$ cat config.mk
export PLATFORM = sky130hd
export DESIGN_NAME = sigmoid_pwl_pipe
export DESIGN_NICKNAME = d
export VERILOG_FILES = /design/src/rtl/sigmoid_pwl_pipe_pkg.sv /design/src/rtl/sigmoid_pwl_pipe_lane.sv /design/src/rtl/sigmoid_pwl_pipe.sv
export SDC_FILE = /design/constraint.sdc
export NUM_CORES = 1
export LEC_CHECK = 0
export ABC_AREA = 1
export ABC_CLOCK_PERIOD_IN_PS = 3600
export BUFFER_PORTS_ARGS = -buffer_cell sky130_fd_sc_hd__buf_2
export CAP_MARGIN = 20
export CORE_AREA = 2 2 173 175
export CTS_CLUSTER_DIAMETER = 150
export DETAILED_ROUTE_END_ITERATION = 8
export DIE_AREA = 0 0 175 177
export PLACE_DENSITY = 0.89
export REMOVE_ABC_BUFFERS = 1
export SYNTH_ARGS = -nofsm -noshare
export SYNTH_HDL_FRONTEND = slang
export SYNTH_HIERARCHICAL = 1
export SYNTH_SLANG_ARGS = --single-unit
$ cat constraint.sdc
create_clock -name clk -period 3.6 [get_ports clk]
set_input_delay 0.54 -clock clk [delete_from_list [all_inputs] [get_ports clk]]
set_output_delay 0.54 -clock clk [all_outputs]
set_load 0.05 [all_outputs]
$ cat src/rtl/sigmoid_pwl_pipe_pkg.sv
// Shared constants and encodings for the PLAN sigmoid pipeline.
package sigmoid_pkg;

  // Per-beat function select, carried alongside the beat through the pipe.
  typedef enum logic {
    MODE_PLAN = 1'b0,
    MODE_HARD = 1'b1
  } mode_e;

  // PLAN segment picked from |x| in S1.
  typedef enum logic [1:0] {
    SEG_SAT = 2'd0,  // |x| >= 5.0
    SEG_HI  = 2'd1,  // |x| >= 2.375
    SEG_MID = 2'd2,  // |x| >= 1.0
    SEG_LO  = 2'd3   // |x| <  1.0
  } seg_e;

  // Fixed-point constants scaled by 2^f; f >= 5 keeps every value integral.
  function automatic int unsigned T5(input int unsigned f);
    return 32'd5 << f;
  endfunction

  function automatic int unsigned T2375(input int unsigned f);
    return 32'd19 << (f - 3);
  endfunction

  function automatic int unsigned T1(input int unsigned f);
    return 32'd1 << f;
  endfunction

  function automatic int unsigned C84375(input int unsigned f);
    return 32'd27 << (f - 5);
  endfunction

  function automatic int unsigned C625(input int unsigned f);
    return 32'd5 << (f - 3);
  endfunction

  function automatic int unsigned C05(input int unsigned f);
    return 32'd1 << (f - 1);
  endfunction

  function automatic int unsigned ONE(input int unsigned f);
    return 32'd1 << f;
  endfunction

endpackage

$ cat src/rtl/sigmoid_pwl_pipe_lane.sv
// Per-lane combinational slices of the sigmoid datapath; the top registers
// between them.
module sigmoid_lane
  import sigmoid_pkg::*;
#(
  parameter int unsigned DATA_W = 16,
  parameter int unsigned FRAC_W = 8
) (
  // S1 slice
  input  logic [DATA_W-1:0]        x,
  output logic [DATA_W-2:0]        s1_a,
  output seg_e                     s1_seg,
  // S2 slice
  input  logic [DATA_W-1:0]        s2_x,
  input  logic [DATA_W-2:0]        s2_a,
  input  seg_e                     s2_seg,
  input  mode_e                    s2_mode,
  output logic signed [DATA_W:0]   s2_y,
  // S3 slice
  input  logic signed [DATA_W:0]   s3_y,
  input  logic                     s3_sign,
  input  mode_e                    s3_mode,
  output logic [FRAC_W:0]          s3_out
);

  localparam int unsigned AW    = DATA_W - 1;
  localparam int unsigned YW    = DATA_W + 1;
  localparam int unsigned OUT_W = FRAC_W + 1;

  localparam logic [DATA_W-1:0] MOST_NEG = {1'b1, {(DATA_W-1){1'b0}}};

  localparam logic [AW-1:0] T5_A    = AW'(T5(FRAC_W));
  localparam logic [AW-1:0] T2375_A = AW'(T2375(FRAC_W));
  localparam logic [AW-1:0] T1_A    = AW'(T1(FRAC_W));

  localparam logic signed [YW-1:0] ONE_Y    = YW'(ONE(FRAC_W));
  localparam logic signed [YW-1:0] C84375_Y = YW'(C84375(FRAC_W));
  localparam logic signed [YW-1:0] C625_Y   = YW'(C625(FRAC_W));
  localparam logic signed [YW-1:0] C05_Y    = YW'(C05(FRAC_W));

  logic signed [YW-1:0] a_ext;
  logic signed [YW-1:0] x_ext;

  // S1: magnitude with the most-negative input pinned to max positive.
  always_comb begin
    s1_a = '0;
    if (!x[DATA_W-1]) begin
      s1_a = x[DATA_W-2:0];
    end else if (x == MOST_NEG) begin
      s1_a = '1;
    end else begin
      s1_a = AW'(-x);
    end
  end

  // S1: segment select against the scaled thresholds.
  always_comb begin
    s1_seg = SEG_LO;
    if (s1_a >= T5_A) begin
      s1_seg = SEG_SAT;
    end else if (s1_a >= T2375_A) begin
      s1_seg = SEG_HI;
    end else if (s1_a >= T1_A) begin
      s1_seg = SEG_MID;
    end
  end

  // S2: positive-half PLAN value or signed hard-sigmoid line.
  always_comb begin
    a_ext = $signed({2'b00, s2_a});
    x_ext = $signed({s2_x[DATA_W-1], s2_x});
    s2_y  = '0;
    if (s2_mode == MODE_HARD) begin
      s2_y = (x_ext >>> 2) + C05_Y;
    end else begin
      case (s2_seg)
        SEG_SAT: s2_y = ONE_Y;
        SEG_HI:  s2_y = (a_ext >>> 5) + C84375_Y;
        SEG_MID: s2_y = (a_ext >>> 3) + C625_Y;
        default: s2_y = (a_ext >>> 2) + C05_Y;
      endcase
    end
  end

  // S3: mirror negative inputs (PLAN) or clip to [0, 1.0] (hard).
  always_comb begin
    s3_out = '0;
    if (s3_mode == MODE_HARD) begin
      if (s3_y[YW-1]) begin
        s3_out = '0;
      end else if (s3_y > ONE_Y) begin
        s3_out = OUT_W'(ONE_Y);
      end else begin
        s3_out = OUT_W'(s3_y);
      end
    end else begin
      s3_out = s3_sign ? OUT_W'(ONE_Y - s3_y) : OUT_W'(s3_y);
    end
  end

endmodule

$ cat src/rtl/sigmoid_pwl_pipe.sv
// Multi-lane PLAN / hard sigmoid, three pipeline stages with valid/ready
// back-pressure and a saturated-lane event counter.
module sigmoid_pwl_pipe
  import sigmoid_pkg::*;
#(
  parameter int unsigned DATA_W = 16,
  parameter int unsigned FRAC_W = 8,
  parameter int unsigned LANES  = 4,
  parameter int unsigned CNT_W  = 16
) (
  input  logic                          clk,
  input  logic                          rst_n,
  input  logic                          in_valid,
  output logic                          in_ready,
  input  logic                          in_mode,
  input  logic [LANES*DATA_W-1:0]       in_data,
  output logic                          out_valid,
  input  logic                          out_ready,
  output logic [LANES*(FRAC_W+1)-1:0]   out_data,
  input  logic                          sat_clr,
  output logic [CNT_W-1:0]              sat_count
);

  localparam int unsigned OUT_W = FRAC_W + 1;
  localparam logic [OUT_W-1:0] ONE_OUT = OUT_W'(ONE(FRAC_W));

  // Stage load enables
  logic ld1, ld2, ld3;

  // S1 registers
  logic              v1;
  mode_e             s1_mode_q;
  logic [DATA_W-1:0] s1_x_q   [LANES];
  logic [DATA_W-2:0] s1_a_q   [LANES];
  seg_e              s1_seg_q [LANES];

  // S2 registers
  logic                   v2;
  mode_e                  s2_mode_q;
  logic signed [DATA_W:0] s2_y_q    [LANES];
  logic                   s2_sign_q [LANES];

  // Combinational lane slice outputs
  logic [DATA_W-2:0]      a_c   [LANES];
  seg_e                   seg_c [LANES];
  logic signed [DATA_W:0] y_c   [LANES];
  logic [OUT_W-1:0]       out_c [LANES];

  // Counter helpers
  int unsigned      sat_lanes;
  logic [CNT_W:0]   sat_sum;

  for (genvar g = 0; g < LANES; g++) begin : g_lane
    sigmoid_lane #(
      .DATA_W (DATA_W),
      .FRAC_W (FRAC_W)
    ) u_lane (
      .x       (in_data[g*DATA_W +: DATA_W]),
      .s1_a    (a_c[g]),
      .s1_seg  (seg_c[g]),
      .s2_x    (s1_x_q[g]),
      .s2_a    (s1_a_q[g]),
      .s2_seg  (s1_seg_q[g]),
      .s2_mode (s1_mode_q),
      .s2_y    (y_c[g]),
      .s3_y    (s2_y_q[g]),
      .s3_sign (s2_sign_q[g]),
      .s3_mode (s2_mode_q),
      .s3_out  (out_c[g])
    );
  end

  // Ready chain: a stage loads when empty or when its successor loads, so
  // bubbles collapse and a full pipe streams one beat per cycle.
  always_comb begin
    ld3      = !out_valid || out_ready;
    ld2      = !v2 || ld3;
    ld1      = !v1 || ld2;
    in_ready = ld1;
  end

  // S1 register: raw input (sign comes from its MSB), magnitude, segment, mode.
  always_ff @(posedge clk or negedge rst_n) begin
    if (!rst_n) begin
      v1        <= 1'b0;
      s1_mode_q <= MODE_PLAN;
      for (int unsigned i = 0; i < LANES; i++) begin
        s1_x_q[i]   <= '0;
        s1_a_q[i]   <= '0;
        s1_seg_q[i] <= SEG_LO;
      end
    end else if (ld1) begin
      v1 <= in_valid;
      if (in_valid) begin
        s1_mode_q <= mode_e'(in_mode);
        for (int unsigned i = 0; i < LANES; i++) begin
          s1_x_q[i]   <= in_data[i*DATA_W +: DATA_W];
          s1_a_q[i]   <= a_c[i];
          s1_seg_q[i] <= seg_c[i];
        end
      end
    end
  end

  // S2 register: pre-finish value, sign and mode.
  always_ff @(posedge clk or negedge rst_n) begin
    if (!rst_n) begin
      v2        <= 1'b0;
      s2_mode_q <= MODE_PLAN;
      for (int unsigned i = 0; i < LANES; i++) begin
        s2_y_q[i]    <= '0;
        s2_sign_q[i] <= 1'b0;
      end
    end else if (ld2) begin
      v2 <= v1;
      if (v1) begin
        s2_mode_q <= s1_mode_q;
        for (int unsigned i = 0; i < LANES; i++) begin
          s2_y_q[i]    <= y_c[i];
          s2_sign_q[i] <= s1_x_q[i][DATA_W-1];
        end
      end
    end
  end

  // S3 register: drives the output port and holds while stalled.
  always_ff @(posedge clk or negedge rst_n) begin
    if (!rst_n) begin
      out_valid <= 1'b0;
      out_data  <= '0;
    end else if (ld3) begin
      out_valid <= v2;
      if (v2) begin
        for (int unsigned i = 0; i < LANES; i++) begin
          out_data[i*OUT_W +: OUT_W] <= out_c[i];
        end
      end
    end
  end

  // Count lanes of the current output beat sitting at 0 or 1.0.
  always_comb begin
    sat_lanes = 0;
    for (int unsigned i = 0; i < LANES; i++) begin
      if (out_data[i*OUT_W +: OUT_W] == '0 || out_data[i*OUT_W +: OUT_W] == ONE_OUT) begin
        sat_lanes = sat_lanes + 1;
      end
    end
    sat_sum = {1'b0, sat_count} + (CNT_W+1)'(sat_lanes);
  end

  // Saturating event counter; clear wins over an increment in the same cycle.
  always_ff @(posedge clk or negedge rst_n) begin
    if (!rst_n) begin
      sat_count <= '0;
    end else if (sat_clr) begin
      sat_count <= '0;
    end else if (out_valid && out_ready) begin
      sat_count <= sat_sum[CNT_W] ? '1 : sat_sum[CNT_W-1:0];
    end
  end

endmodule

# --- Word-level counts from Yosys, hierarchy flattened ---
# Index checks and enable logic that the tools add are counted.
totals:
  regBits: 261
  latchBits: 0
  ramBits: 0
  mem_bits_ro: 0
  in_bits: 70
  elab_cells: 161
  memories: 0
classes:
  add_sub_neg: 28
  n_mul: 0
  div: 0
  n_lt_le_gt_ge: 16
  n_eq_ne: 16
  shifts: 0
  n_mux: 51
  n_bitwise: 0
  n_reduce_logical: 23
op_table:
  columns: ["operator", "n"]
  rows:
  - ["case mux 17 bit (3 select lines)", 4]
  - ["2-to-1 mux 9 bit", 16]
  - ["2-to-1 mux 15 bit", 8]
  - ["2-to-1 mux 17 bit", 7]
  - ["> comparator 17 x 10 -> 1 bit, second input constant", 4]
  - ["equality test 16 bit, second input constant", 4]
  - ["adder 14 x 9 -> 15 bit, second input constant", 4]
  - ["greater-or-equal comparator 15 x 10 -> 1 bit, second input constant", 4]
  - ["greater-or-equal comparator 15 x 11 -> 1 bit, second input constant", 4]
  - ["greater-or-equal comparator 15 x 9 -> 1 bit, second input constant", 4]
  - ["negation 15 bit", 4]
  - ["adder 13 x 8 -> 14 bit, second input constant", 4]
  - ["adder 12 x 8 -> 13 bit, second input constant", 4]
  - ["2-to-1 mux 16 bit", 3]
  - ["adder 10 x 8 -> 11 bit, second input constant", 4]
  - ["equality test 9 bit, second input constant", 4]
  - ["logical NOT 9 bit", 4]
  - ["subtractor 9 bit, first input constant", 4]
  - ["adder 17 x 1 -> 17 bit, second input constant", 2]
  - ["adder 16 x 17 -> 17 bit", 1]
  - ["2-to-1 mux 2 bit", 8]
  - ["equality test 2 x 1 -> 1 bit, second input constant", 4]
  - ["equality test 2 bit, second input constant", 4]
  - ["logical NOT 2 bit", 4]
  - ["other kinds (7)", 21]

# --- Depth between registers and ports, before layout ---
# Gate-level depths: netlist of run 1.
depth:
  depth_word: 13
  mapped_depth: 19
  ltp_nobuf: 19

# --- Hierarchy ---
# The synthesis of run 1 kept the hierarchy.
modules_own_cells:
  columns: ["mod", "instances", "cells_each", "area_each_um2", "seq_area_each_um2"]
  rows:
  - ["sigmoid_pwl_pipe", 1, 766, 11038.1, 6541.3]
  - ["sigmoid_lane at g_lane[0].u_lane ...", 3, 328, 1721.7, 0.0]
  - ["sigmoid_lane at g_lane[2].u_lane", 1, 318, 1709.1, 0.0]

# --- Worst setup path before layout of run 1 ---
# Ideal clock, no wire load.
synth_timing:
  path_type: "register to register"
  start: "reg out_data[1]"
  end: "reg sat_count[8]"
  setup_time_ns: 0.083
  t_arrival_ns: 2.980
  path_slack_ns: 0.537
  path_stages_with_launch: 19
  n_path_buf: 1
  period_less_slack_ns: 3.063
  path_cell_list: "dfrtp_1 > nor4_1 > nand2_1 > ha_1 > o21bai_1 > nand2_1 > xor2_1 > inv_1 > ha_1 > inv_1 > fa_1 > nor2_1 > nor2_1 > nor2_2 > nand2_2 > buf_6 > nand3_1 > nand2_1 > o21ai_0"
synth_via:
  elab_chain_cells: 13
  word_cells_on_any_way: 14
  cone_classes: "add/sub: 4; eq/ne: 1; mux: 7; reduce/logical: 2"
synth_lines:
  columns: ["element", "line", "rtl"]
  rows:
  - ["start, declared", "sigmoid_pwl_pipe.sv:19", "output logic [LANES*(FRAC_W+1)-1:0] out_data,"]
  - ["start signal, assigned by index", "sigmoid_pwl_pipe.sv:135", "out_data[i*OUT_W +: OUT_W] <= out_c[i];"]
  - ["equality test 9 bit / logical NOT 9 bit (equally long branches)", "sigmoid_pwl_pipe.sv:145", "if (out_data[i*OUT_W +: OUT_W] == '0 || out_data[i*OUT_W +: OUT_W] == ONE_OUT) begin"]
  - ["logical OR 1 bit *", "sigmoid_pwl_pipe.sv:145", null]
  - ["2-to-1 mux 1 bit *", "sigmoid_pwl_pipe.sv:145", null]
  - ["adder 1 x 1 -> 2 bit", "sigmoid_pwl_pipe.sv:146", "sat_lanes = sat_lanes + 1;"]
  - ["2-to-1 mux 17 bit *", "sigmoid_pwl_pipe.sv:145", null]
  - ["adder 17 x 1 -> 17 bit", "sigmoid_pwl_pipe.sv:146", null]
  - ["2-to-1 mux 17 bit *", "sigmoid_pwl_pipe.sv:145", null]
  - ["adder 17 x 1 -> 17 bit", "sigmoid_pwl_pipe.sv:146", null]
  - ["2-to-1 mux 17 bit *", "sigmoid_pwl_pipe.sv:145", null]
  - ["adder 16 x 17 -> 17 bit *", "sigmoid_pwl_pipe.sv:149", "sat_sum = {1'b0, sat_count} + (CNT_W+1)'(sat_lanes);"]
  - ["2-to-1 mux 16 bit *", "sigmoid_pwl_pipe.sv:159", "sat_count <= sat_sum[CNT_W] ? '1 : sat_sum[CNT_W-1:0];"]
  - ["2-to-1 mux 16 bit *", "sigmoid_pwl_pipe.sv:158", "end else if (out_valid && out_ready) begin"]
  - ["2-to-1 mux 16 bit *", "sigmoid_pwl_pipe.sv:156", "end else if (sat_clr) begin"]
  - ["end signal, assigned", "sigmoid_pwl_pipe.sv:159", null]
  - ["end, declared", "sigmoid_pwl_pipe.sv:21", "output logic [CNT_W-1:0] sat_count"]
# Mark *: on every way between the ends. The rest lies on a longest branch, timed or not. The select of a mux whose other input is x is not followed.
# A chain may end at the register's enable or synchronous reset.

# --- Final worst setup path of run 1 ---
layout_timing:
  start: "reg out_data[14]"
  end: "reg sat_count[7]"
layout_via:
  elab_chain_cells: 11
  word_cells_on_any_way: 12
  cone_classes: "add/sub: 3; eq/ne: 1; mux: 6; reduce/logical: 2"
layout_lines:
  columns: ["element", "line"]
  rows:
  - ["equality test 9 bit / logical NOT 9 bit (equally long branches)", "sigmoid_pwl_pipe.sv:145"]
  - ["logical OR 1 bit *", "sigmoid_pwl_pipe.sv:145"]
  - ["2-to-1 mux 17 bit *", "sigmoid_pwl_pipe.sv:145"]
  - ["adder 17 x 1 -> 17 bit", "sigmoid_pwl_pipe.sv:146"]
  - ["2-to-1 mux 17 bit *", "sigmoid_pwl_pipe.sv:145"]
  - ["adder 17 x 1 -> 17 bit", "sigmoid_pwl_pipe.sv:146"]
  - ["2-to-1 mux 17 bit *", "sigmoid_pwl_pipe.sv:145"]
  - ["adder 16 x 17 -> 17 bit *", "sigmoid_pwl_pipe.sv:149"]
  - ["2-to-1 mux 16 bit *", "sigmoid_pwl_pipe.sv:159"]
  - ["2-to-1 mux 16 bit *", "sigmoid_pwl_pipe.sv:158"]
  - ["2-to-1 mux 16 bit *", "sigmoid_pwl_pipe.sv:156"]
# Marked as above.

==> results of run 1 <==
stage by stage:
step                      cells  area, µm²  hold WS (ns)
after floorplan            1947      16600         0.244
final                      2519      18800       0.00569
after global routing       2519      18800         0.117
after detailed placement   2468      17800         0.495
after global placement     2468      17800         0.489
after CTS                  2518      18800        0.0645
what timing repair did:
| item | in CTS | in global routing |
|---|---|---|
| setup endpoints to repair | 0 | 14 |
| resized for setup | 0 | 3 |
| hold endpoints to repair | 0 | 0 |
report_power, final:
group          internal, mW  switching, mW  total, mW
logic                  1.85           2.66       4.51
registers              3.54          0.869       4.41
clock network          1.82           1.15       2.97
total                  7.21           4.68       11.9
sequential cells by signal, indices dropped and copies added, names as in the netlist:
signal and cells:
s2_y_q 68, s1_x_q 56, s1_a_q 52, out_data 36, sat_count 16, s1_seg_q 8, s2_sign_q 4, out_valid 1
s1_mode_q 1, s2_mode_q 1, v1 1, v2 1
area by class of cell:
| class | count | area, µm² |
|---|---|---|
| clock inverters | 17 | 230 |
| flip-flops and latches | 245 | 6140 |
| repair buffers | 132 | 731 |
| clock buffers | 33 | 738 |
| well taps | 390 | 488 |
| multi-input cells | 1453 | 9530 |
| fillers | 2298 | 10500 |
| inverters | 249 | 937 |
critical path, cell delays in order (launching register included):
cell and delay [ns]:
dfrtp_1 0.41, nor4_2 0.31, nand2_1 0.12, ha_1 0.33, o21bai_1 0.15, nand2_1 0.13, xor2_1 0.16, inv_1 0.07
ha_1 0.18, inv_1 0.07, fa_1 0.43, nor2_1 0.13, nor2_1 0.09, nor2_2 0.19, nand2_4 0.16, nand3_1 0.12
nand2_1 0.05, o21ai_0 0.08
how the worst max path moves through the flow:
stage | startpoint | end | slack, ns | depth (start not counted)
final | out_data[14] | sat_count[7] | 0.35 | 17
after global routing | out_data[5] | sat_count[7] | 0.009 | 17
after detailed placement | out_data[14] | sat_count[5] | 0.27 | 17
after global placement | out_data[5] | sat_count[6] | 0.44 | 17
after CTS | out_data[5] | sat_count[5] | 0.23 | 17
after floorplan | out_data[1] | sat_count[5] | 0.54 | 17
routing by layer:
layer  track usage  share of wire  vias up
li1              -              -     6957
met1         0.340           0.42     6818
met2         0.458           0.48      519
met3        0.0337          0.054      126
met4         0.101          0.045        0
met5             0              0        -
==> out/metrics.cfg, run 1 <==
[outcome]
status=completed

[timing]
worst_slack_ns=0.346
hold_violations=0
finalCritPeriodShare=0.904
fmaxAchievable_ghz=0.307
tns_ns=0
setup_viol=0
rsz0062_at_grt=false
worst_slew_margin_rel=0.341
slew_violations=0
period_needed_ns=3.25
worst_pin_slew_ns=0.988
clock_skew_ns=0.0151

[worst_setup_path]
cp.required_ns=4.05
critPathKind=flop to flop
timing.rr.start=out_data[14]
crit_fanout=14
end_kind=flop
arrival_ns=3.70
startpoint_type=flop
reg2reg_depth=17
r2r_setup_slack_ns=0.35
r2r_end=sat_count[7]

[place]
gp_congestion=0.918
dp_hpwl_um=29800
io_buffers=123
dpl_worst_slack_ns=0.271

[detailed_routing]
drc=0
drt-initial-drc-count=1478
via_count=14400
vias_per_cell=5.72
wl_um=40700
wl_per_cell_um=16.1
postRouteAntennaNets=0
first_pass_iters=6

[floorplanning]
core_area_um2=29200
ios=124
start_util=0.589
die_x_um=175
die_h_um=177
fp-row-count=63
die_area_um2=31000

[power]
leakagePower_nw=9.36
irDropWorstVdd_v=0.000359
powerDensity_nw_per_um2=633
power.total_mw=11.9

[clock_network]
clock-root-buffer=clkbuf_16
cts.path.max_buffers=3
cts_hold_buf=0
numClockSinks=245
path_clk_slew_ns=0.06
cts_tree=done
postCtsSetupBuffers=0
cts_max_level=1
cts_buffers=27
clk_latency_ns=0.54

[finish]
drive_gt1_frac=0.251
final_cell_mix=nand2_1, dfrtp_1, inv_1
diodes=0
postLayoutCoreUtil=0.643
layout_commonest_cell=nand2_1
synthToLayoutAreaGrowth_pct=9.14
fin_nets=2217

[logic_synthesis]
synth_warnings=6
syn_inst=2024
syn_area_per_cell_um2=8.51
synthesis.area_um2=17200

[global_routing]
grt_pass1_vias=13900
track_usage=0.265
grt_max_degree=102
grt_pass1_wl_um=68300
antenna_found_initial=0
grt-ovfl-total=0

[flow_run]
max-cap-violations=0

[worst_hold_path]
hp-class=input port to async pin

Power figures use the tool's default switching activity.
==> run 2, diff against run 1 <==
ABC_CLOCK_PERIOD_IN_PS = 3150   (was 3600)
clock period = 3.15 ns   (was 3.6 ns; I/O delays follow)
==> run 2 against run 1 <==
The flow now finishes with violations (negative hold slack). Clock power up 20%. Via count increased by 0.96%. Clock-buffer cell count down 5. Global-route usage increased by 0.30 points. Utilization up 1.2 points. Largest cell class unchanged. Final area grew 1.9%. Die area unchanged. Maximum frequency increased by 4.1%.
==> out/metrics.cfg, run 2 (synthesis gave the netlist of run 1 again) <==
[clock_network]
clock-root-buffer=clkbuf_16
cts_max_level=1  ; unchanged
cts_tree=done
clk_latency_ns=0.54  ; about the same
cts_buffers=27  ; unchanged
path_clk_slew_ns=0.06  ; about the same
cts.path.max_buffers=3  ; unchanged
numClockSinks=245  ; unchanged

[finish]
top_register=s2_y_q
diodes=0  ; unchanged
synthToLayoutAreaGrowth_pct=11.3
largest_register_ffs=68  ; unchanged
final_cell_mix=nand2_1, dfrtp_1, inv_1
seq_area_um2=6140  ; unchanged
nFillCells=2255  ; -1.9%
multiInputGateArea_um2=9640  ; +1.2%
fin_nets=2240  ; +1.0%
layout_commonest_cell=nand2_1
reg_top3=s2_y_q x68, s1_x_q x56, s1_a_q x52
postLayoutCoreUtil=0.655  ; +0.0125
drive_gt1_frac=0.269  ; +0.0179
instances_no_fill=2541  ; +0.87%

[flow_run]
max-cap-violations=0  ; unchanged

[worst_setup_path]
crit_fanout=4  ; -10
slowest_delay_ns=0.43  ; about the same
arrival_ns=3.57  ; -0.13 ns
cp_cell_sequence=nor4_2, nand2_1, ha_4, o21bai_4, nand2_2, xor2_1, inv_1, ha_2, inv_2, fa_2, nor2_4, nor2_4, nor2_4, buf_6, nand2_1, nand3_1, nand2_1, o21ai_1
timing.rr.start=out_data[6]
cp_slowest_cell=fa_2
reg2reg_depth=18  ; +1
setup.worst_path.start=out_data[6]
startpoint_type=flop
critPathTopFamily=simple AND/OR/NAND/NOR gates
critPathBufInv=3  ; +1
cp.required_ns=3.60  ; -0.45 ns
r2r_setup_slack_ns=0.02  ; -0.32 ns
end_kind=flop
critPathKind=flop to flop
r2r_end=sat_count[8]

[global_routing]
grt_pass1_wl_um=69100  ; +1.2%
grt_max_degree=99  ; -2.9%
grt_pass1_vias=14300  ; +2.9%
antenna_found_initial=0  ; unchanged
grt-ovfl-total=0  ; unchanged
track_usage=0.268  ; +0.00303

[floorplanning]
core_area_um2=29200  ; unchanged
die_area_um2=31000  ; unchanged
fp-row-count=63  ; unchanged
die_h_um=177  ; unchanged
ios=124  ; unchanged
start_util=0.589  ; unchanged
die_x_um=175  ; unchanged

[timing]
slew_violations=0  ; unchanged
clock_skew_ns=0.0163  ; +0.00120 ns
setup_viol=0  ; unchanged
tns_ns=0  ; unchanged
worst_pin_slew_ns=0.837  ; -0.151 ns
rsz0062_at_grt=true
hold_violations=17  ; +17
period_needed_ns=3.13  ; -0.129 ns
finalCritPeriodShare=0.992  ; +0.0882
worst_slew_margin_rel=0.440  ; +0.0990
worst_hold_slack_ns=-0.0464  ; -0.0521 ns
fmaxAchievable_ghz=0.320  ; +4.1%

[power]
powerDensity_nw_per_um2=733  ; +16%
leakagePower_nw=9.54  ; +1.9%
power.total_mw=14.1  ; +18%
irDropWorstVdd_v=0.000453  ; +26%

[place]
gp_congestion=0.939  ; +2.3%
dp_hpwl_um=30600  ; +2.6%
dp_cells=2484  ; +0.65%
io_buffers=123  ; unchanged

[detailed_routing]
wl_per_cell_um=16.5  ; +2.0%
postRouteAntennaNets=0  ; unchanged
via_count=14600  ; +0.96%
vias_per_cell=5.73  ; about the same
drt-initial-drc-count=1440  ; -2.6%
drc=0  ; unchanged
first_pass_iters=6  ; unchanged
wl_um=41900  ; +2.9%

[worst_hold_path]
hp-class=input port to async pin

[outcome]
violations=negative hold slack
status=finished, violations left

-- run 2: cell count changes in the layout (fill, tap and decap cells not counted), sizes merged --
cell,previous run,this run
bufinv,5,8
nand2,397,398
inv,250,251
clkbuf,33,28
buf,132,154
-- run 2: worst max path at each step --
stage,endpoint,cells after the start
after floorplan,sat_count[5],17
after detailed placement,sat_count[7],17
after global placement,sat_count[7],17
final,sat_count[8],18
after CTS,sat_count[7],17
after global routing,sat_count[1],17
-- run 2: area by class of cell --
cell class | count | share of cell area
flip-flops and latches | 245 | 0.321
multi-input cells | 1454 | 0.503
inverters | 249 | 0.0489
clock inverters | 21 | 0.0168
repair buffers | 154 | 0.0489
clock buffers | 28 | 0.0360
well taps | 390 | 0.0255
-- run 2: metrics by stage --
step / worst slack (ns) / cell area (µm²)
final: 0.0248 / 19200
after global routing: -0.0767 / 19200
after CTS: 0.00331 / 19000
after detailed placement: -0.0927 / 18000
after global placement: 0.0544 / 18000
after floorplan: 0.0926 / 16600
-- run 2: layer usage --
layer  track usage  vias to the layer above  routed length (µm)
met3        0.0316                       94                2480
met5             0                        -                   0
met4         0.109                        0                1620
met2         0.466                      494               20600
met1         0.341                     6977               17200
li1              -                     6993                   -
-- run 2: repair_timing --
item                                    in CTS  in global routing
hold buffers                                 0                  0
resized for setup                            3                 31
pin swaps                                    1                 10
buffers inserted                             1                  5
gates cloned                                 0                  1
endpoints found under the setup margin      15                 16
-- run 2: power by group --
| group | total (mW) | switching, mW | internal, mW |
|---|---|---|---|
| logic | 5.46 | 3.19 | 2.27 |
| registers | 5.02 | 0.970 | 4.05 |
| clock network | 3.57 | 1.32 | 2.25 |
==> run 3, diff against run 2 <==
==> constraint.sdc (replaced) <==
create_clock -name clk -period 3.15 [get_ports clk]
set_input_delay 0.315 -clock clk [delete_from_list [all_inputs] [get_ports clk]]
set_output_delay 0.315 -clock clk [all_outputs]
set_load 0.05 [all_outputs]
==> run 3 against run 2 <==
The run now ends clean. Final cell count down 0.35%. Critical path depth did not move. Global-route usage shrank 1.2 points. Sequential power is essentially flat. Total power down 4.4%. Sequential share of layout area rose by 0.44 points. Flip-flop and latch count did not move. Die area unchanged. Register-to-register slack gained 0.02 ns. Largest power group unchanged.
==> out/metrics.cfg, run 3 (synthesis gave the netlist of run 1 again) <==
[place]
io_buffers=123  ; unchanged
dpl_worst_slack_ns=-0.0312  ; +0.0615 ns
dp_cells=2478  ; -0.24%
placed_area_um2=17900  ; -0.46%
dp_hpwl_um=30000  ; -2.0%
gp_congestion=0.975  ; +3.8%

[global_routing]
track_usage=0.256  ; -0.0123
grt-ovfl-total=0  ; unchanged
grt_pass1_vias=14200  ; -1.1%
grt_pass1_wl_um=66200  ; -4.1%
grt_max_degree=93  ; -6.1%
antenna_found_initial=0  ; unchanged

[power]
leakagePower_nw=9.40  ; -1.5%
power.total_mw=13.4  ; -4.4%
irDropWorstVdd_v=0.000447  ; -1.3%
powerDensity_nw_per_um2=711  ; -3.0%

[floorplanning]
start_util=0.589  ; unchanged
die_x_um=175  ; unchanged
fp-row-count=63  ; unchanged
core_area_um2=29200  ; unchanged
die_area_um2=31000  ; unchanged
ios=124  ; unchanged
die_h_um=177  ; unchanged

[detailed_routing]
wl_per_cell_um=16.0  ; -2.6%
first_pass_iters=5  ; -1
drt-initial-drc-count=1194  ; -17%
postRouteAntennaNets=0  ; unchanged
vias_per_cell=5.76  ; +0.48%
drc=0  ; unchanged
via_count=14600  ; +0.12%
wl_um=40600  ; -3.0%

[clock_network]
cts_buffers=26  ; -3.7%
clock-root-buffer=clkbuf_16
clk_latency_ns=0.54  ; about the same
cts.path.max_buffers=3  ; unchanged
numClockSinks=245  ; unchanged
cts_tree=done
path_clk_slew_ns=0.06  ; about the same
cts_max_level=1  ; unchanged

[finish]
fin_area_um2=18900  ; -1.4%
diodes=0  ; unchanged
seq_area_um2=6140  ; unchanged
postLayoutCoreUtil=0.646  ; -0.00886
drive_gt1_frac=0.259  ; -0.0101
layout_commonest_cell=nand2_1
nFillCells=2281  ; +1.2%
final_cell_mix=nand2_1, dfrtp_1, inv_1
fin_nets=2231  ; -0.40%
largest_register_ffs=68  ; unchanged
instances_no_fill=2532  ; -0.35%
top_register=s2_y_q
multiInputGateArea_um2=9610  ; -0.31%
synthToLayoutAreaGrowth_pct=9.76
reg_top3=s2_y_q x68, s1_x_q x56, s1_a_q x52

[worst_setup_path]
critPathKind=flop to flop
cp.required_ns=3.59  ; about the same
reg2reg_depth=18  ; unchanged
startpoint_type=flop
arrival_ns=3.55  ; -0.02 ns
timing.rr.start=out_data[14]
r2r_end=sat_count[8]
end_kind=flop
crit_fanout=4  ; unchanged
setup.worst_path.start=out_data[14]
r2r_setup_slack_ns=0.05  ; +0.02 ns
endpoint=sat_count[8]

[timing]
rsz0062_at_grt=true
clock_skew_ns=0.0138  ; -0.00244 ns
finalCritPeriodShare=0.986  ; -0.00658
worst_hold_slack_ns=0.0285  ; +0.0749 ns
worst_pin_slew_ns=0.987  ; +0.151 ns
tns_ns=0  ; unchanged
worst_slack_ns=0.0455  ; +0.0207 ns
worst_slew_margin_rel=0.342  ; -0.0984
period_needed_ns=3.10  ; -0.0207 ns
slew_violations=0  ; unchanged
setup_viol=0  ; unchanged
fmaxAchievable_ghz=0.322  ; +0.67%
hold_violations=0  ; -17

[flow_run]
max-cap-violations=0  ; unchanged

[outcome]
status=completed

[worst_hold_path]
worstHoldStart=in_data[30]
hold_depth=2
hp-class=input port to flop

-- run 3: area by class of cell --
type                       instances  area share
timing repair buffer             146      0.0446
clock buffer                      35      0.0379
multi-input combinational       1454       0.509
tap                              390      0.0258
clock inverter                    13     0.00854
sequential                       245       0.325
inverter                         249      0.0496
-- run 3: routing by layer --
| layer | track usage | vias up | wire length (µm) |
|---|---|---|---|
| met4 | 0.128 | 0 | 2010 |
| li1 | - | 6987 | - |
| met1 | 0.325 | 6904 | 17000 |
| met5 | 0 | - | 0 |
| met2 | 0.430 | 566 | 19100 |
| met3 | 0.0352 | 119 | 2500 |
-- run 3: report_power, final --
group	internal, mW	leakage (nW)	switching [mW]
sequential	4.05	2.97	0.974
combinational	2.20	6.01	3.10
clock	1.85	0.415	1.27
total	8.10	9.40	5.34
-- run 3: worst min path at each step --
| stage | slack (ns) | endpoint |
|---|---|---|
| floorplan | 0.02 | out_data[0] |
| global placement | 0.37 | s2_y_q[9] |
| detailed placement | 0.37 | s1_x_q[13] |
| CTS | 0.01 | s1_x_q[46] |
| global route | 0.02 | s1_x_q[46] |
| finish | 0.03 | s1_x_q[46] |
-- run 3: what timing repair did --
item	CTS	global route
gates cloned	0	1
endpoints found under the setup margin	15	16
hold endpoints to repair	86	0
setup buffers	1	2
pin swaps	2	11
gates resized for setup	3	24
hold buffers	1	0
-- run 3: worst max-delay path, cell delays in order (launching register included) --
cell	delay, ns
dfrtp_1	0.39
nor4_1	0.31
nand2_1	0.17
ha_4	0.31
o21bai_4	0.12
nand2_2	0.08
xor2_1	0.14
inv_1	0.07
ha_2	0.18
inv_2	0.05
fa_2	0.42
nor2_4	0.12
nor2_4	0.06
nor2_4	0.17
buf_6	0.13
nand2_4	0.04
nand3_2	0.07
nand2_1	0.06
o21ai_1	0.13
